[src/rtl/xbar_pkg.sv]
// xbar_pkg: shared defaults and index-width helper for the xbar_rr crossbar.
// Holds DEF_N_IN/DEF_N_OUT/DEF_WIDTH and idx_w() = max(1, clog2(n)).
package xbar_pkg;

  localparam int DEF_N_IN  = 3;
  localparam int DEF_N_OUT = 3;
  localparam int DEF_WIDTH = 48;

  function automatic int idx_w(input int n);
    return (n > 2) ? $clog2(n) : 1;
  endfunction

endpackage

[src/rtl/xbar_rr_if.sv]
// xbar_rr_if: flit ports of the crossbar (in_* valid/ready/data/dest/tail,
// out_* valid/ready/data/tail/src, dest_err); master = environment, slave = xbar.
interface xbar_rr_if
  import xbar_pkg::*;
#(
  parameter int N_IN  = DEF_N_IN,
  parameter int N_OUT = DEF_N_OUT,
  parameter int WIDTH = DEF_WIDTH
);
  localparam int DW = idx_w(N_OUT);
  localparam int SW = idx_w(N_IN);

  logic [N_IN-1:0]        in_valid;
  logic [N_IN-1:0]        in_ready;
  logic [N_IN*WIDTH-1:0]  in_data;
  logic [N_IN*DW-1:0]     in_dest;
  logic [N_IN-1:0]        in_tail;
  logic [N_OUT-1:0]       out_valid;
  logic [N_OUT-1:0]       out_ready;
  logic [N_OUT*WIDTH-1:0] out_data;
  logic [N_OUT-1:0]       out_tail;
  logic [N_OUT*SW-1:0]    out_src;
  logic                   dest_err;

  modport master (
    output in_valid, in_data, in_dest, in_tail, out_ready,
    input  in_ready, out_valid, out_data, out_tail, out_src,
    input  dest_err
  );

  modport slave (
    input  in_valid, in_data, in_dest, in_tail, out_ready,
    output in_ready, out_valid, out_data, out_tail, out_src,
    output dest_err
  );

endinterface

[src/rtl/xbar_rr_arbiter.sv]
// rr_arbiter: combinational round-robin pick of the first req at/after ptr.
// Ports: req, ptr in; grant (one-hot), grant_idx, any out.
module rr_arbiter
  import xbar_pkg::*;
#(
  parameter int N  = DEF_N_IN,
  parameter int PW = idx_w(N)
) (
  input  logic [N-1:0]  req,
  input  logic [PW-1:0] ptr,
  output logic [N-1:0]  grant,
  output logic [PW-1:0] grant_idx,
  output logic          any
);

  always_comb begin
    int j;
    j = 0;
    grant = '0;
    grant_idx = '0;
    any = 1'b0;
    for (int k = 0; k < N; k++) begin
      j = (int'(ptr) + k) % N;
      if (!any && req[j]) begin
        any = 1'b1;
        grant[j] = 1'b1;
        grant_idx = PW'(j);
      end
    end
  end

endmodule

[src/rtl/xbar_rr.sv]
// xbar_rr: registered N_IN x N_OUT crossbar, per-output round-robin, 1-entry
// output regs. Ports: clk, reset (async, active-low), bus (xbar_rr_if.slave).
// Optional packet locking: XBAR_PKT_LOCK_EN.
module xbar_rr
  import xbar_pkg::*;
#(
  parameter int N_IN  = DEF_N_IN,
  parameter int N_OUT = DEF_N_OUT,
  parameter int WIDTH = DEF_WIDTH
) (
  input logic      clk,
  input logic      reset,
  xbar_rr_if.slave bus
);

  localparam int DW = idx_w(N_OUT);
  localparam int SW = idx_w(N_IN);

  logic [N_IN-1:0]        req [N_OUT];
  logic [N_IN-1:0]        arb_gnt [N_OUT];
  logic [SW-1:0]          arb_idx [N_OUT];
  logic [N_OUT-1:0]       arb_any;
  logic [N_IN-1:0]        illegal;
  logic [N_IN-1:0]        rdy;

  logic [N_OUT-1:0]       vld_q, vld_d;
  logic [N_OUT-1:0]       tail_q, tail_d;
  logic [N_OUT*WIDTH-1:0] data_q, data_d;
  logic [N_OUT*SW-1:0]    src_q, src_d;
  logic [SW-1:0]          ptr_q [N_OUT];
  logic [SW-1:0]          ptr_d [N_OUT];
  logic                   err_q, err_d;

`ifdef XBAR_PKT_LOCK_EN
  logic [N_OUT-1:0]       lock_q, lock_d;
  logic [SW-1:0]          lsrc_q [N_OUT];
  logic [SW-1:0]          lsrc_d [N_OUT];
`endif

  // Decode each input's destination into per-output request vectors.
  always_comb begin
    logic [DW-1:0] dst;
    dst = '0;
    illegal = '0;
    for (int o = 0; o < N_OUT; o++) req[o] = '0;
    for (int i = 0; i < N_IN; i++) begin
      dst = bus.in_dest[i*DW +: DW];
      if (bus.in_valid[i]) begin
        if (int'(dst) >= N_OUT) illegal[i] = 1'b1;
        for (int o = 0; o < N_OUT; o++)
          if (int'(dst) == o) req[o][i] = 1'b1;
      end
    end
`ifdef XBAR_PKT_LOCK_EN
    // A locked output only sees the packet owner.
    for (int o = 0; o < N_OUT; o++)
      if (lock_q[o]) req[o] = req[o] & (N_IN'(1) << lsrc_q[o]);
`endif
  end

  for (genvar o = 0; o < N_OUT; o++) begin : g_arb
    rr_arbiter #(.N(N_IN), .PW(SW)) u_arb (
      .req       (req[o]),
      .ptr       (ptr_q[o]),
      .grant     (arb_gnt[o]),
      .grant_idx (arb_idx[o]),
      .any       (arb_any[o])
    );
  end

  always_comb begin
    logic [SW-1:0] g;
    g = '0;
    // Illegal destinations are swallowed unconditionally.
    rdy = illegal;
    vld_d = vld_q;
    tail_d = tail_q;
    data_d = data_q;
    src_d = src_q;
    ptr_d = ptr_q;
    err_d = err_q | (|illegal);
`ifdef XBAR_PKT_LOCK_EN
    lock_d = lock_q;
    lsrc_d = lsrc_q;
`endif
    for (int o = 0; o < N_OUT; o++) begin
      if ((!vld_q[o] || bus.out_ready[o]) && arb_any[o]) begin
        g = arb_idx[o];
        rdy = rdy | arb_gnt[o];
        vld_d[o] = 1'b1;
        data_d[o*WIDTH +: WIDTH] = bus.in_data[int'(g)*WIDTH +: WIDTH];
        tail_d[o] = bus.in_tail[g];
        src_d[o*SW +: SW] = g;
        ptr_d[o] = (int'(g) == N_IN - 1) ? '0 : g + SW'(1);
`ifdef XBAR_PKT_LOCK_EN
        lock_d[o] = !bus.in_tail[g];
        lsrc_d[o] = g;
`endif
      end else if (bus.out_ready[o]) begin
        vld_d[o] = 1'b0;
      end
    end
  end

  always_ff @(posedge clk or negedge reset) begin
    if (!reset) begin
      vld_q <= '0;
      tail_q <= '0;
      data_q <= '0;
      src_q <= '0;
      err_q <= 1'b0;
      for (int o = 0; o < N_OUT; o++) ptr_q[o] <= '0;
`ifdef XBAR_PKT_LOCK_EN
      lock_q <= '0;
      for (int o = 0; o < N_OUT; o++) lsrc_q[o] <= '0;
`endif
    end else begin
      vld_q <= vld_d;
      tail_q <= tail_d;
      data_q <= data_d;
      src_q <= src_d;
      err_q <= err_d;
      ptr_q <= ptr_d;
`ifdef XBAR_PKT_LOCK_EN
      lock_q <= lock_d;
      lsrc_q <= lsrc_d;
`endif
    end
  end

  assign bus.in_ready  = rdy;
  assign bus.out_valid = vld_q;
  assign bus.out_data  = data_q;
  assign bus.out_tail  = tail_q;
  assign bus.out_src   = src_q;
  assign bus.dest_err  = err_q;

endmodule

[src/flat_wrapper.sv]
// flat-port wrapper written by rule: the top's interface ports become plain ports
module xbar_rr_flat import xbar_pkg::*;
#(
  parameter int N_IN  = DEF_N_IN,
  parameter int N_OUT = DEF_N_OUT,
  parameter int WIDTH = DEF_WIDTH
)
  (clk, reset, bus_in_valid, bus_in_data, bus_in_dest, bus_in_tail, bus_out_ready, bus_in_ready, bus_out_valid, bus_out_data, bus_out_tail, bus_out_src, bus_dest_err);
  xbar_rr_if #(.N_IN(N_IN), .N_OUT(N_OUT), .WIDTH(WIDTH)) bus_i ();
  input logic clk;
  input logic reset;
  input wire logic [$bits(bus_i.in_valid)-1:0] bus_in_valid;
  input wire logic [$bits(bus_i.in_data)-1:0] bus_in_data;
  input wire logic [$bits(bus_i.in_dest)-1:0] bus_in_dest;
  input wire logic [$bits(bus_i.in_tail)-1:0] bus_in_tail;
  input wire logic [$bits(bus_i.out_ready)-1:0] bus_out_ready;
  output wire logic [$bits(bus_i.in_ready)-1:0] bus_in_ready;
  output wire logic [$bits(bus_i.out_valid)-1:0] bus_out_valid;
  output wire logic [$bits(bus_i.out_data)-1:0] bus_out_data;
  output wire logic [$bits(bus_i.out_tail)-1:0] bus_out_tail;
  output wire logic [$bits(bus_i.out_src)-1:0] bus_out_src;
  output wire logic [$bits(bus_i.dest_err)-1:0] bus_dest_err;
  assign bus_i.in_valid = bus_in_valid;
  assign bus_i.in_data = bus_in_data;
  assign bus_i.in_dest = bus_in_dest;
  assign bus_i.in_tail = bus_in_tail;
  assign bus_i.out_ready = bus_out_ready;
  assign bus_in_ready = bus_i.in_ready;
  assign bus_out_valid = bus_i.out_valid;
  assign bus_out_data = bus_i.out_data;
  assign bus_out_tail = bus_i.out_tail;
  assign bus_out_src = bus_i.out_src;
  assign bus_dest_err = bus_i.dest_err;
  xbar_rr #(.N_IN(N_IN), .N_OUT(N_OUT), .WIDTH(WIDTH)) u_core (.clk(clk), .reset(reset), .bus(bus_i));
endmodule
[config.mk]
export PLATFORM = sky130hd
export DESIGN_NAME = xbar_rr_flat
export DESIGN_NICKNAME = d
export VERILOG_FILES = /design/src/rtl/xbar_pkg.sv /design/src/rtl/xbar_rr_if.sv /design/src/rtl/xbar_rr_arbiter.sv /design/src/rtl/xbar_rr.sv /design/src/flat_wrapper.sv
export SDC_FILE = /design/constraint.sdc
export NUM_CORES = 1
export LEC_CHECK = 0
export CAP_MARGIN = 20
export CORE_ASPECT_RATIO = 0.75
export CORE_MARGIN = 10
export CORE_UTILIZATION = 48
export DETAILED_ROUTE_END_ITERATION = 7
export GPL_TIMING_DRIVEN = 1
export PLACE_DENSITY = 0.94
export SLEW_MARGIN = 15
export SYNTH_ARGS = -nofsm -noshare
export SYNTH_HDL_FRONTEND = slang
export SYNTH_SLANG_ARGS = --single-unit
[constraint.sdc]
create_clock -name clk -period 3.6 [get_ports clk]
set_input_delay 0.54 -clock clk [delete_from_list [all_inputs] [get_ports clk]]
set_output_delay 0.54 -clock clk [all_outputs]
set_load 0.01 [all_outputs]
**After elaboration in Yosys (flattened, before gate mapping)**

Index checks and enable logic that the tools add are counted.

- Shifts and indexed selects: 3
- Div/mod/pow operators: 9
- Bitwise operators: 10
- Reduce and logical (&&, ||, !) cells: 37
- Add/subtract/negate cells: 9
- Mux-type cells: 114
- Multiply operators: 3
- Magnitude comparators: 24
- Eq/ne operators: 9

Operator list:

| kind | number |
|---|---|
| $shiftx 144x32->48 | 3 |
| $ge 32x1->1 const B | 9 |
| $lt 32x4->1 const B | 9 |
| $mod 32x3->32 const B | 6 |
| $mod 3x3->32 const B | 3 |
| $mux 1 | 69 |
| $mux 3 | 12 |
| $or 3x3->3 | 9 |
| $bmux 1 s2 | 12 |
| $mux 2 | 12 |
| $demux 1 s2 | 9 |
| $eq 2x2->1 const B | 9 |
| $logic_and 1x1->1 | 18 |
| $mul 2x2->4 const B | 3 |
| $add 2x1->3 const B | 3 |
| $add 2x2->3 const B | 3 |
| $logic_not 1->1 | 9 |
| $lt 2x3->1 const B | 3 |
| $add 2x1->2 const B | 3 |
| $ge 2x2->1 const B | 3 |
| $logic_not 2->1 | 3 |
| $reduce_bool 2->1 | 3 |
| $logic_or 1x1->1 | 3 |
| $reduce_or 3->1 | 1 |
| $or 1x1->1 | 1 |

- Output and inout bits: 160
- Bits of input ports: 161
- Register bits: 163
- Word-level logic and storage cells: 234

**Longest topological paths before layout**

- Depth after elaboration: 19
- Depth in mapped cells: 11
- Mapped depth without buffers: 8

**Cells and area by module**

A second synthesis with hierarchy kept.

- Cell total of the unflattened synthesis: 1,095
- Area, all modules: 10,557.6 sq um

By module, submodules not included:

| module | cells an instance | area each (sq um) | times used |
|---|---|---|---|
| xbar_rr | 939 | 9,412.8 | 1 |
| rr_arbiter | 52 | 381.6 | 3 |

**Least setup slack after synthesis**

Ideal clock, no wire load.

- Kind: in2out
- From: input bus_in_dest[3]
- To: output bus_in_ready[2]
- Buffers on the path: 3
- Data required time: 3.060 ns
- Slack: 0.700 ns
- Stages on the path: 9
- Arrival: 2.360 ns
- Path through: clkbuf_2 > nor3b_4 > nor2_2 > maj3_2 > a2111o_1 > buf_6 > buf_6 > o22a_1 > nand3_1

- Longest elaborated chain between the ends: 19
- Elaborated cells on any way between the ends: 81

RTL lines:

| element | RTL line | source |
|---|---|---|
| start: declaration | flat_wrapper.sv:14 | `input wire logic [$bits(bus_i.in_dest)-1:0] bus_in_dest;` |
| $logic_not 2->1 | xbar_rr.sv:51 | `if (int'(dst) == o) req[o][i] = 1'b1;` |
| $mux 1 | xbar_rr.sv:51 |  |
| $mux 1 | xbar_rr.sv:48 | `if (bus.in_valid[i]) begin` |
| $bmux 1 s2 | xbar_rr_arbiter.sv:24 | `if (!any && req[j]) begin` |
| $mux 1 (not written as such) (2 in series) | xbar_rr_arbiter.sv:24 |  |
| $mux 1 | xbar_rr_arbiter.sv:24 |  |
| $logic_not 1->1 | xbar_rr_arbiter.sv:24 |  |
| $logic_and 1x1->1 | xbar_rr_arbiter.sv:24 |  |
| [2 not listed] | n/a |  |
| $logic_and 1x1->1 | xbar_rr_arbiter.sv:24 |  |
| $mux 3 / $mux 1 (equally long branches) | xbar_rr_arbiter.sv:24 |  |
| $or 3x3->3 / $logic_and 1x1->1 (equally long branches) | xbar_rr.sv:89, xbar_rr.sv:87 |  |
| $mux 3 | xbar_rr.sv:87 | `if ((!vld_q[o] \|\| bus.out_ready[o]) && arb_any[o]) begin` |
| $or 3x3->3 | xbar_rr.sv:89 | `rdy = rdy \| arb_gnt[o];` |
| $mux 3 | xbar_rr.sv:87 |  |
| $or 3x3->3 | xbar_rr.sv:89 |  |
| $mux 3 (*) | xbar_rr.sv:87 |  |
| end: declaration | flat_wrapper.sv:17 | `output wire logic [$bits(bus_i.in_ready)-1:0] bus_in_ready;` |

Mark *: on every way between the ends. The rest lies on a longest branch, timed or not. The select of a mux whose other input is x is not followed.

**Worst setup path after layout**

- From: input bus_in_dest[4]
- To: output bus_in_ready[0]

Same word-level chain as after synthesis.

==> results.yml <==
critical_path:
  cp_max_fo: 7
  reg2reg_depth: 10
  r2r_end: "u_core.bus.out_data[1]$_DFFE_PN0N_"
  start_kind: "input port"
  reg2reg_slack_ps: 820
  path_class: "in -> out"
  r2r-start: "u_core.ptr_q[4]$_DFFE_PN0N_"
  required_ps: 3060
  cp-endpoint: "bus_in_ready[0]"
  critPathLaunch: "bus_in_dest[4]"
  arrival_ps: 2930
  endpoint_kind: "primary output"
clock_network:
  cts_inserted_buffers: 17
  clock_latency_ps: 430
  clock-sinks: 163
  hold_buffers: 0
  cts_tree: "yes"
  clk_path_buf_depth: 2
  htreeDepth: 4
  root_buffer: "clkbuf_16"
  path_clk_slew_ps: 70
yosys:
  synthFlopType: "dfrtp_1"
  synth_top_area_cell: "dfrtp_1"
  yosysWarnings: 0
  synth_edf_count: 0
  async_reset_ff_share_pct: 100.0
  synth_compound_area_share_pct: 16.33
  synthMuxAreaShare_pct: 9.937
  ys_seq_area_share_pct: 38.52
  syn_area_per_cell_um2: 8.377
  yosysTopAreaCellShare_pct: 38.52
  synthSimpleGateAreaFrac_pct: 28.28
  netlist_top_cells_area: "dfrtp_1, nand2_1, and3_1"
  ys_types: 64
  yosys.area_share.xor_xnor_pct: 0
  synth_top_family_by_area: "simple AND/OR/NAND/NOR gates"
  synthAdderAreaFrac_pct: 1.713
  ys_ff_latch: 163
  synthesis.area_um2: 10590
  synth_fp_nets: 1437
  syn_inst: 1264
timing:
  drv_slew: 0
  setup_viol: 0
  setup_tns_ps: 0
  rsz0062_at_grt: "false"
  setup_slack_ps: 135.0
  finalHoldViolCount: 0
  fin_crit_ps: 3465
  worstMarginPinSlew_ps: 1031
  clock-skew-final_ps: 15.16
  fmax_mhz: 288.6
  relSlewSlack_pct: 31.26
  whs_ps: 102.3
  fin_crit_sh_pct: 96.25
global_route:
  grt_pass1_vias: 11086
  track_usage_pct: 27.10
  antenna_found_initial: 1
  grt-ovfl-total: 0
  grt_max_degree: 74
  grt_pass1_wl_mm: 61.29
layout:
  finalNetCount: 1734
  fin_util_pct: 69.54
  nFillCells: 1584
  antenna_cells: 0
  drive_gt1_share_pct: 15.63
  syn_to_final_growth_pct: 40.61
power:
  power_density_nw_per_um2: 751.6
  irDropWorstVdd_v: 0.0004581
  p_leak_nw: 6.787
job:
  maxCapViolCount: 0
detailed_routing:
  drc_errors: 0
  ant_nets: 0
  route.met3.wl_mm: 5.322
  initialDrtViolationCount: 874
  top_layer: "met4"
  vias: 10975
  first_pass_iters: 5
  viasPerCell: 5.894
  detail_route.wl_per_cell_um: 21.28
  wl_mm: 39.63
  wl_met1_mm: 14.98
  dr_wl_met2_mm: 18.05
floorplanning:
  fp.coreArea_um2: 21410
  die_h_um: 148.6
  initial_utilization_pct: 49.46
  pin_count: 321
  rows: 46
  die_x_um: 191.5
  die-area_um2: 28460
placement:
  place.gp.congestion: 0.9368
  io_buffers: 320
  dp_slack_ps: -126.7
  dp_hpwl_mm: 28.50
run_status:
  status: "finished, final reports clean"
min_path:
  hold_class: "in -> async"
Yosys cell counts (15+ instances only):
master	n
mux2i_1	50
clkbuf_1	61
and3_1	99
mux2_2	49
o31ai_2	49
dfrtp_1	163
a21oi_1	15
nand2_1	343
nand2_2	30
nor2_1	109
o21ai_0	64
o31ai_1	51
buf_2	30
worst max-delay path, cell delays in order:
cell             delay [ps]
clkdlybuf4s50_1         500
or3b_1                  440
buf_4                   170
o22ai_1                 150
o31ai_1                 110
a221oi_1                280
o21ai_0                 100
or3_1                   330
dlygate4sd2_1           300
stage by stage:
| stage | std cells | instance area, um^2 | total power, mW |
|---|---|---|---|
| after floorplan | 1264 | 10590 | 6.356 |
| after detailed placement | 1829 | 14310 | 9.395 |
| after global placement | 1829 | 14310 | 9.214 |
| after global routing | 1862 | 14890 | 11.90 |
| after CTS | 1862 | 14890 | 11.22 |
| final | 1862 | 14890 | 11.19 |
cell families (layout without fill, tap and decap cells):
family,count (synthesis),in the layout
AND/OR/NAND/NOR,647,647
AO/OA/AOI/OAI,223,223
flip-flops,163,163
buffers and inverters,117,427
multiplexers,99,99
adder cells (fa/ha/maj),15,15
sequential cells by signal, indices dropped and copies added (netlist names):
| name | flops |
|---|---|
| u_core.bus.out_valid | 3 |
| u_core.bus.out_data | 144 |
| u_core.bus.out_src | 6 |
| u_core.ptr_q | 6 |
| u_core.bus.dest_err | 1 |
| u_core.bus.out_tail | 3 |
routing by layer:
layer | track usage (%) | vias up
met1 | 32.75 | 5235
met5 | 0 | -
li1 | - | 4969
met4 | 11.81 | 0
met2 | 42.65 | 673
met3 | 9.813 | 98
what timing repair did:
item,4_1_cts,5_1_grt
setup buffers,1,0
setup endpoints to repair,3,1
gates resized for setup,10,1
how the worst min path moves through the flow:
| stage | startpoint | end | slack [ps] | cells past startpoint |
|---|---|---|---|---|
| after detailed placement | u_core.bus.out_data[132]$_DFFE_PN0P_ | u_core.bus.out_data[132]$_DFFE_PN0P_ | 470 | 2 |
| after CTS | reset | u_core.bus.out_data[3]$_DFFE_PN0N_ | 110 | 1 |
| after global routing | reset | u_core.bus.out_data[54]$_DFFE_PN0P_ | 140 | 1 |
| after floorplan | reset | u_core.bus.dest_err$_DFF_PN0_ | 240 | 0 |
| after global placement | u_core.bus.out_data[114]$_DFFE_PN0P_ | u_core.bus.out_data[114]$_DFFE_PN0P_ | 460 | 2 |
| final | reset | u_core.bus.out_data[3]$_DFFE_PN0N_ | 100 | 1 |
final cells by class:
cell class              instances  area (um^2)  area share, %
clock buffers                  19        432.9          2.908
clock inverters                13        120.1         0.8067
inverters                      12        45.04         0.3025
multi-input cells             984         6057          40.68
flip-flops and latches        163         4079          27.39
well taps                     288        360.3          2.420
repair buffers                383         3795          25.49
report_power, final:
part / switching, mW / leakage (nW) / total (mW) / internal, mW
Sequential: 0.542 / 2.03 / 3.24 / 2.70
Clock: 0.866 / 0.260 / 1.77 / 0.909
Combinational: 3.21 / 4.50 / 6.17 / 2.96
Total: 4.62 / 6.79 / 11.2 / 6.57
cells in the final DEF, fill, tap and decap left out, drive strengths merged, types with 5 or more instances in the layout:
cell,netlist,layout
clkdlybuf4s50,0,313
clkbuf,62,19
o211ai,6,6
ha,12,12
dfrtp,163,163
mux2i,50,50
buf,43,64
and3b,5,5
nand2,373,373
inv,12,18
nand3b,7,7
dlygate4sd2,0,6
o32ai,6,6
o31ai,100,100
o21ai,71,71
nand3,9,9
nand2b,5,5
and3,99,99
nand4,6,6
nor2,110,110
a21oi,15,15
mux2,49,49
Power figures use the tool's default switching activity.
